==> config.mk <==
export PLATFORM = sky130hd
export DESIGN_NAME = mem_arbiter
export DESIGN_NICKNAME = d
export VERILOG_FILES = /design/src/rtl/mem_arbiter.sv
export SDC_FILE = /design/constraint.sdc
export NUM_CORES = 1
export LEC_CHECK = 0
export ABC_AREA = 1
export BUFFER_PORTS_ARGS = -buffer_cell sky130_fd_sc_hd__buf_2
export CORE_MARGIN = 5
export CORE_UTILIZATION = 31
export DETAILED_ROUTE_END_ITERATION = 8
export PLACE_DENSITY = 0.8
export SYNTH_ARGS = -nofsm -noshare
export SYNTH_HDL_FRONTEND = slang
export SYNTH_SLANG_ARGS = --single-unit
==> constraint.sdc <==
create_clock -name clk -period 1.92 [get_ports clk]
set_input_delay 0.384 -clock clk [delete_from_list [all_inputs] [get_ports clk]]
set_output_delay 0.384 -clock clk [all_outputs]
set_load 0.005 [all_outputs]
==> src/rtl/mem_arbiter.sv <==
// Two-master arbiter for a shared byte-wide memory/peripheral bus.
// One transfer completes in every GRANTx cycle. Round-robin arbitration
// decides ties, and a master may hold the bus with its lock input. A hold
// counter bounds how long a lock can starve the other master.
//
// state  | meaning
// -------+-----------------------------------------------------------
// IDLE   | no transfer; bus driven to zero
// GRANT0 | master 0 owns the bus; its transfer completes this cycle
// GRANT1 | master 1 owns the bus; its transfer completes this cycle
module mem_arbiter #(
    parameter int ADDR_WIDTH = 32,
    parameter int MAX_HOLD   = 4
) (
    input  logic                  clk,
    input  logic                  rst,
    input  logic                  m0_req,
    input  logic                  m1_req,
    input  logic                  m0_lock,
    input  logic                  m1_lock,
    input  logic [ADDR_WIDTH-1:0] m0_addr,
    input  logic [ADDR_WIDTH-1:0] m1_addr,
    input  logic                  m0_we,
    input  logic                  m1_we,
    input  logic [7:0]            m0_wdata,
    input  logic [7:0]            m1_wdata,
    output logic                  m0_ack,
    output logic                  m1_ack,
    output logic [7:0]            m0_rdata,
    output logic [7:0]            m1_rdata,
    output logic [ADDR_WIDTH-1:0] bus_address,
    output logic [7:0]            bus_write_data,
    output logic                  bus_write_enable,
    input  logic [7:0]            bus_read_data
);

    typedef enum logic [1:0] {
        IDLE   = 2'd0,
        GRANT0 = 2'd1,
        GRANT1 = 2'd2
    } state_t;

    // A lock may be honoured while the hold count is below this value.
    localparam logic [3:0] HOLD_LIMIT = 4'(MAX_HOLD - 1);

    state_t     state_q, state_d;
    logic [3:0] hold_cnt_q, hold_cnt_d;
    logic       last_grant_q, last_grant_d;

    logic keep0;
    logic keep1;

    // A locked, still-requesting owner keeps the bus until its hold budget is spent.
    assign keep0 = m0_lock && m0_req && (hold_cnt_q < HOLD_LIMIT);
    assign keep1 = m1_lock && m1_req && (hold_cnt_q < HOLD_LIMIT);

    // State register with synchronous reset; master 1 counts as last granted so master 0 wins the first tie.
    always_ff @(posedge clk) begin
        if (rst) begin
            state_q      <= IDLE;
            hold_cnt_q   <= 4'd0;
            last_grant_q <= 1'b1;
        end else begin
            state_q      <= state_d;
            hold_cnt_q   <= hold_cnt_d;
            last_grant_q <= last_grant_d;
        end
    end

    // Next-state arbitration. The owner's req in its grant cycle belongs to the
    // transfer just completed, so only a lock lets the owner win again directly.
    always_comb begin
        state_d    = IDLE;
        hold_cnt_d = 4'd0;
        case (state_q)
            IDLE: begin
                if (m0_req && m1_req) begin
                    state_d = last_grant_q ? GRANT0 : GRANT1;
                end else if (m0_req) begin
                    state_d = GRANT0;
                end else if (m1_req) begin
                    state_d = GRANT1;
                end
            end
            GRANT0: begin
                if (keep0) begin
                    state_d    = GRANT0;
                    hold_cnt_d = m1_req ? hold_cnt_q + 4'd1 : 4'd0;
                end else if (m1_req) begin
                    state_d = GRANT1;
                end
            end
            GRANT1: begin
                if (keep1) begin
                    state_d    = GRANT1;
                    hold_cnt_d = m0_req ? hold_cnt_q + 4'd1 : 4'd0;
                end else if (m0_req) begin
                    state_d = GRANT0;
                end
            end
            default: state_d = IDLE;
        endcase

        last_grant_d = last_grant_q;
        if (state_d == GRANT0) begin
            last_grant_d = 1'b0;
        end else if (state_d == GRANT1) begin
            last_grant_d = 1'b1;
        end
    end

    // Bus mux and ack generation; reset kills ack and write enable within the same cycle.
    always_comb begin
        bus_address      = '0;
        bus_write_data   = 8'd0;
        bus_write_enable = 1'b0;
        m0_ack           = 1'b0;
        m1_ack           = 1'b0;
        m0_rdata         = 8'd0;
        m1_rdata         = 8'd0;
        case (state_q)
            GRANT0: begin
                bus_address      = m0_addr;
                bus_write_data   = m0_wdata;
                bus_write_enable = m0_we && !rst;
                m0_ack           = !rst;
                m0_rdata         = bus_read_data;
            end
            GRANT1: begin
                bus_address      = m1_addr;
                bus_write_data   = m1_wdata;
                bus_write_enable = m1_we && !rst;
                m1_ack           = !rst;
                m1_rdata         = bus_read_data;
            end
            default: ;
        endcase
    end

endmodule

==> results.tsv, run 1 <==
metric	value	unit
first-pass GRT wire length	7.541	mm
first drt pass iteration count	4	
CP Class	reg2out	
setup violators final	0	
diode count	0	
Die Y	70.91	um
I/O Buffers	154	
initial DRC count	122	
Initial Utilization	0.3165	
Unique masters post-synth	20	
Routability Congestion	0.8803	
status	complete, no violations	
drc violations	0	
Setup Slack @ Placement	0.2637	ns
clk sink count	7	
Rows	22	
layout cells sized above 1	0.4497	
Cell Area, Synth	1150	um^2
Synth area leader	nand2_1	
RSZ-0062 raised after global routing	yes	
placed inst area	1937	um^2
hold crit path type	in2reg	
DR vias	1831	
P&R area growth vs syn	76.71	%
CTS root buf	clkbuf_8	
sequential-to-total area share from yosys stat	0.1219	
Fin Setup TNS	0	ns
cells after synthesis	230	
Final Cycle Share	0.9581	
most frequent cells in the layout	buf_2, nand2_1, a21oi_1	
setup bufs post-CTS	0	
Clock Path Buffers	2	
Worst Path Required	1.54	ns
full die area	5028	um^2
TritonCTS clock tree	done	
synthesized area per cell	4.999	um^2
PD cells	439.5	nW/um^2
Worst-path clk slew	0.04	ns
Via density	4.298	
initial antenna violation count	0	
vias in the first global route	1619	
Placeable Area	3633	um^2
dpl hpwl	3.977	mm
Crit-path slowest cell	dfxtp_2	
final instance area	2032	um^2
Antenna Violating Nets Remaining	0	
Fin. Hold Viols	0	
num ports	155	
Detailed Route WL	4.936	mm
total power	0.0008930	W
Placed Cells	422	
crit-path cells	inv_1 > ha_1 > inv_2 > buf_12 > a21oi_1 > buf_2	
global route total overflow	0	
startpoint types	flop	
CP Capture Type	primary output	
Yosys top cell area share	0.3493	
FF+latch count, synth	7	
maxcap violations	0	
PnR worst setup slack	0.08039	ns
peak supply drop	480.5	uV
Critical Path AT	1.46	ns
GR Util All Layers	0.1767	
Final Non-Filler Cells	426	
synth top area cells	nand2_1, a21oi_1, dfxtp_1	
min cycle time layout	1.840	ns
largest stage delay on the critical path	0.34	ns
Final #Nets	481	
Worst Skew	0.001278	ns
pin count of the biggest net entering global routing	41	
H-tree depth	1	
clock latency on the worst-skew pair	0.22	ns
Syn. warnings	0	
die span in x	70.91	um
commonest non-fill, non-tap cell in the layout	buf_2	
fmax	0.5436	GHz
Crit Path Max Fanout	40	
Filler cells	364	
leakage	1.252	nW
total CTS buffers	3	
WL/cell	11.59	um
Pins Over Slew Limit	0	
## worst max-delay path: cells and delay by family, from the launching register on
kind	cells	cell delay (ns)
adder cells (fa/ha/maj)	1	0.30
buffers and inverters	4	0.41
AO/OA/AOI/OAI	1	0.16
flip-flops	1	0.34
## cells by family (layout without fill, tap and decap cells)
family          after synthesis  after routing  share of synthesized area
compound gates               44             44                     0.1937
other cells                   1              2                   0.003261
buf+inv                      45            192                     0.1817
fa+ha+maj                     6              6                    0.06529
flops                         7              7                     0.1219
simple gates                127            127                     0.4342
## area by class of cell
class	instances	area (um^2)	area share
Multi-Input combinational cell	179	814.5	0.4009
Clock buffer	4	45.04	0.02217
Timing Repair Buffer	159	860.8	0.4236
Sequential cell	7	142.6	0.07020
Tap cell	48	60.06	0.02956
Inverter	29	108.9	0.05357
## per-stage QoR
step / util / hold WS, ns
6_report: 0.5592 / 0.4042
5_1_grt: 0.5592 / 0.4121
4_1_cts: 0.5455 / 0.4038
3_5_place_dp: 0.5331 / 0.4230
3_3_place_gp: 0.5331 / 0.4078
2_1_floorplan: - / 0.3973
## cell usage after synthesis
master and number:
nor2_1 10, nand3_1 5, a21oi_1 41, inv_1 27
nor3_1 1, dfxtp_1 7, inv_2 2, o21bai_1 1
nand2_1 107, o21ai_1 1, ha_1 6, buf_4 5
buf_2 5, nor2_4 1, buf_6 2, nand4_1 2
clkbuf_1 4, o21ai_0 1, conb_1 1, or2_1 1
## worst paths after layout
path / end / start / slack (ns) / depth (start not counted)
min reg2reg: hold_cnt_q[0] / hold_cnt_q[0] / 0.42 / 1
max reg2reg: last_grant_q / state_q[0] / 0.31 / 11
min: state_q[1] / rst / 0.40 / 2
max: bus_write_data[6] / state_q[0] / 0.08 / 6
## where the power goes
| group | switching, W | total, W | leakage, nW | internal [W] |
|---|---|---|---|---|
| combinational | 0.000284 | 0.000523 | 1.17 | 0.000240 |
| sequential | 0.0000104 | 0.000171 | 0.0585 | 0.000161 |
| clock | 0.0000558 | 0.000199 | 0.0228 | 0.000143 |
## per-layer routing
layer | vias up | share of wire | GRT usage
met1 | 763 | 0.39 | 0.2081
met5 | - | 0 | 0
li1 | 997 | - | -
met2 | 67 | 0.52 | 0.3223
met4 | 0 | 0.0089 | 0.03758
met3 | 4 | 0.081 | 0.04261
## timing repair
item,CTS,global route
hold endpoints to repair,0,0
setup endpoints to repair,0,41
hold buffers,0,0
gates resized for setup,0,14
## registers in the layout (all words and copies together), names as in the netlist
name and cells:
hold_cnt_q 4, state_q 2, last_grant_q 1
(Power assumes the default switching activity.)
==> inputs of run 2 (changes only) <==
==> config.mk (replaced) <==
export PLATFORM = sky130hd
export DESIGN_NAME = mem_arbiter
export DESIGN_NICKNAME = d
export VERILOG_FILES = /design/src/rtl/mem_arbiter.sv
export SDC_FILE = /design/constraint.sdc
export NUM_CORES = 1
export LEC_CHECK = 0
export ABC_AREA = 1
export CORE_AREA = 5 5 57 59
export DETAILED_ROUTE_END_ITERATION = 8
export DIE_AREA = 0 0 62 64
export DONT_BUFFER_PORTS = 1
export SYNTH_ARGS = -nofsm -noshare
export SYNTH_HDL_FRONTEND = slang
export SYNTH_SLANG_ARGS = --single-unit
==> run 2 against run 1 <==
Effect of this change: sequential cell count unchanged; maximum frequency grew 0.83%; critical path depth down 1; setup slack gained 0.015 ns; core utilization is 11 points lower; die area fell by 21%; via count shrank 24%; hold slack lost 0.20 ns; highest routed layer unchanged; sequential share of layout area rose by 4.6 points; total power fell by 28%; final cell count is 40% lower; final area fell by 41%.
==> results.tsv, run 2 (synthesis gave the netlist of run 1 again) <==
metric	value	unit
startpoint types	flop	
WL/cell	14.56	um
CP Capture Type	primary output	
max FFs per register	4	
clk sink count	7	
fmax	0.5481	GHz
die span in x	62	um
TritonCTS clock tree	done	
Final Cycle Share	0.9503	
Initial Utilization	0.4319	
Worst-path clk slew	0.05	ns
Worst Path Buf+Inv	3	
initial antenna violation count	0	
leakage	0.5491	nW
Fin. Hold Viols	0	
DR vias	1393	
Setup Slack @ Placement	0.2533	ns
Pins Over Slew Limit	0	
Antenna Violating Nets Remaining	0	
num ports	155	
layout cells sized above 1	0.06637	
Worst Skew	0.0009576	ns
dpl hpwl	3.144	mm
Crit-path slowest cell	dfxtp_1	
total power	0.0006400	W
P&R area growth vs syn	4.570	%
CP Class	reg2out	
RSZ-0062 raised after global routing	yes	
most frequent cells in the layout	nand2_1, a21oi_1, inv_1	
global route total overflow	0	
Critical Path AT	1.44	ns
Via density	5.420	
most flop-heavy register	hold_cnt_q	
Final #Nets	329	
Regs by FF count	hold_cnt_q (4), state_q (2), last_grant_q (1)	
Placeable Area	2663	um^2
first-pass GRT wire length	5.126	mm
commonest non-fill, non-tap cell in the layout	nand2_1	
Detailed Route WL	3.742	mm
setup bufs post-CTS	0	
Clock Path Buffers	2	
largest stage delay on the critical path	0.36	ns
drc violations	0	
peak supply drop	450.7	uV
I/O Buffers	0	
clock latency on the worst-skew pair	0.24	ns
Rows	19	
PnR worst setup slack	0.09546	ns
hold crit path type	in2reg	
total CTS buffers	3	
Routability Congestion	0.7088	
CTS root buf	clkbuf_4	
diode count	0	
status	complete, no violations	
crit-path cells	inv_1 > ha_1 > inv_2 > buf_4 > a21oi_1	
Crit Path Max Fanout	15	
Die Y	64	um
vias in the first global route	1247	
full die area	3968	um^2
initial DRC count	57	
Top delay family on crit path	flip-flops	
pin count of the biggest net entering global routing	43	
first drt pass iteration count	4	
Filler cells	291	
setup violators final	0	
min cycle time layout	1.825	ns
PD cells	532.3	nW/um^2
H-tree depth	1	
Worst Path Required	1.54	ns
maxcap violations	0	
GR Util All Layers	0.1632	
-- run 2: changes by cell type in the layout (fill, tap and decap cells not counted), sizes merged --
cell / before / now
buf: 159 / 7
-- run 2: worst reg2reg max path: stages (launching register included) --
cell and delay [ns]:
dfxtp_1 0.32, inv_1 0.08, ha_2 0.22, buf_4 0.17, nand4_1 0.10, nand3_1 0.10, nand2_1 0.08, ha_1 0.29
a21oi_1 0.13, o21ai_0 0.08
-- run 2: area by class of cell --
class,count,area (um^2),share of cell area
Clock buffer,4,26.28,0.02185
Timing Repair Buffer,7,76.32,0.06348
Inverter,29,108.9,0.09053
Multi-Input combinational cell,179,812.0,0.6753
Tap cell,31,38.79,0.03226
Sequential cell,7,140.1,0.1165
-- run 2: metal layers --
layer	vias to the layer above	track usage	part of all wire
met5	-	0	0
met4	0	0.07162	0.022
met3	8	0.01811	0.14
met2	106	0.3083	0.51
met1	587	0.1705	0.33
li1	692	-	-
-- run 2: power breakdown --
group | switching [W] | internal [W]
Sequential | 0.0000103 | 0.000159
Combinational | 0.000227 | 0.000115
Clock | 0.0000492 | 0.0000790
-- run 2: metrics by stage --
stage / util / hold slack [ns] / instances / cell area, um^2 / TNS (ns)
finish: 0.4516 / 0.2051 / 257 / 1202 / 0
global route: 0.4516 / 0.1988 / 257 / 1202 / -0.01318
CTS: 0.4422 / 0.1921 / 257 / 1177 / 0
detailed placement: 0.4309 / 0.4149 / 253 / 1147 / 0
global placement: 0.4309 / 0.4135 / 253 / 1147 / 0
floorplan: - / 0.3973 / 231 / 1154 / 0
-- run 2: final timing paths --
check	start	slack [ns]	to	cells past startpoint
hold / removal	rst	0.21	state_q[1]	1
setup reg to reg	state_q[0]	0.25	last_grant_q	9
hold reg to reg	hold_cnt_q[0]	0.42	hold_cnt_q[0]	1
setup / recovery	state_q[0]	0.1	bus_address[3]	5
-- run 2: repair_timing --
| action | 4_1_cts | 5_1_grt |
|---|---|---|
| hold buffers | 0 | 0 |
| resized for setup | 1 | 6 |
| hold endpoints to repair | 0 | 0 |
| endpoints found under the setup margin | 5 | 35 |
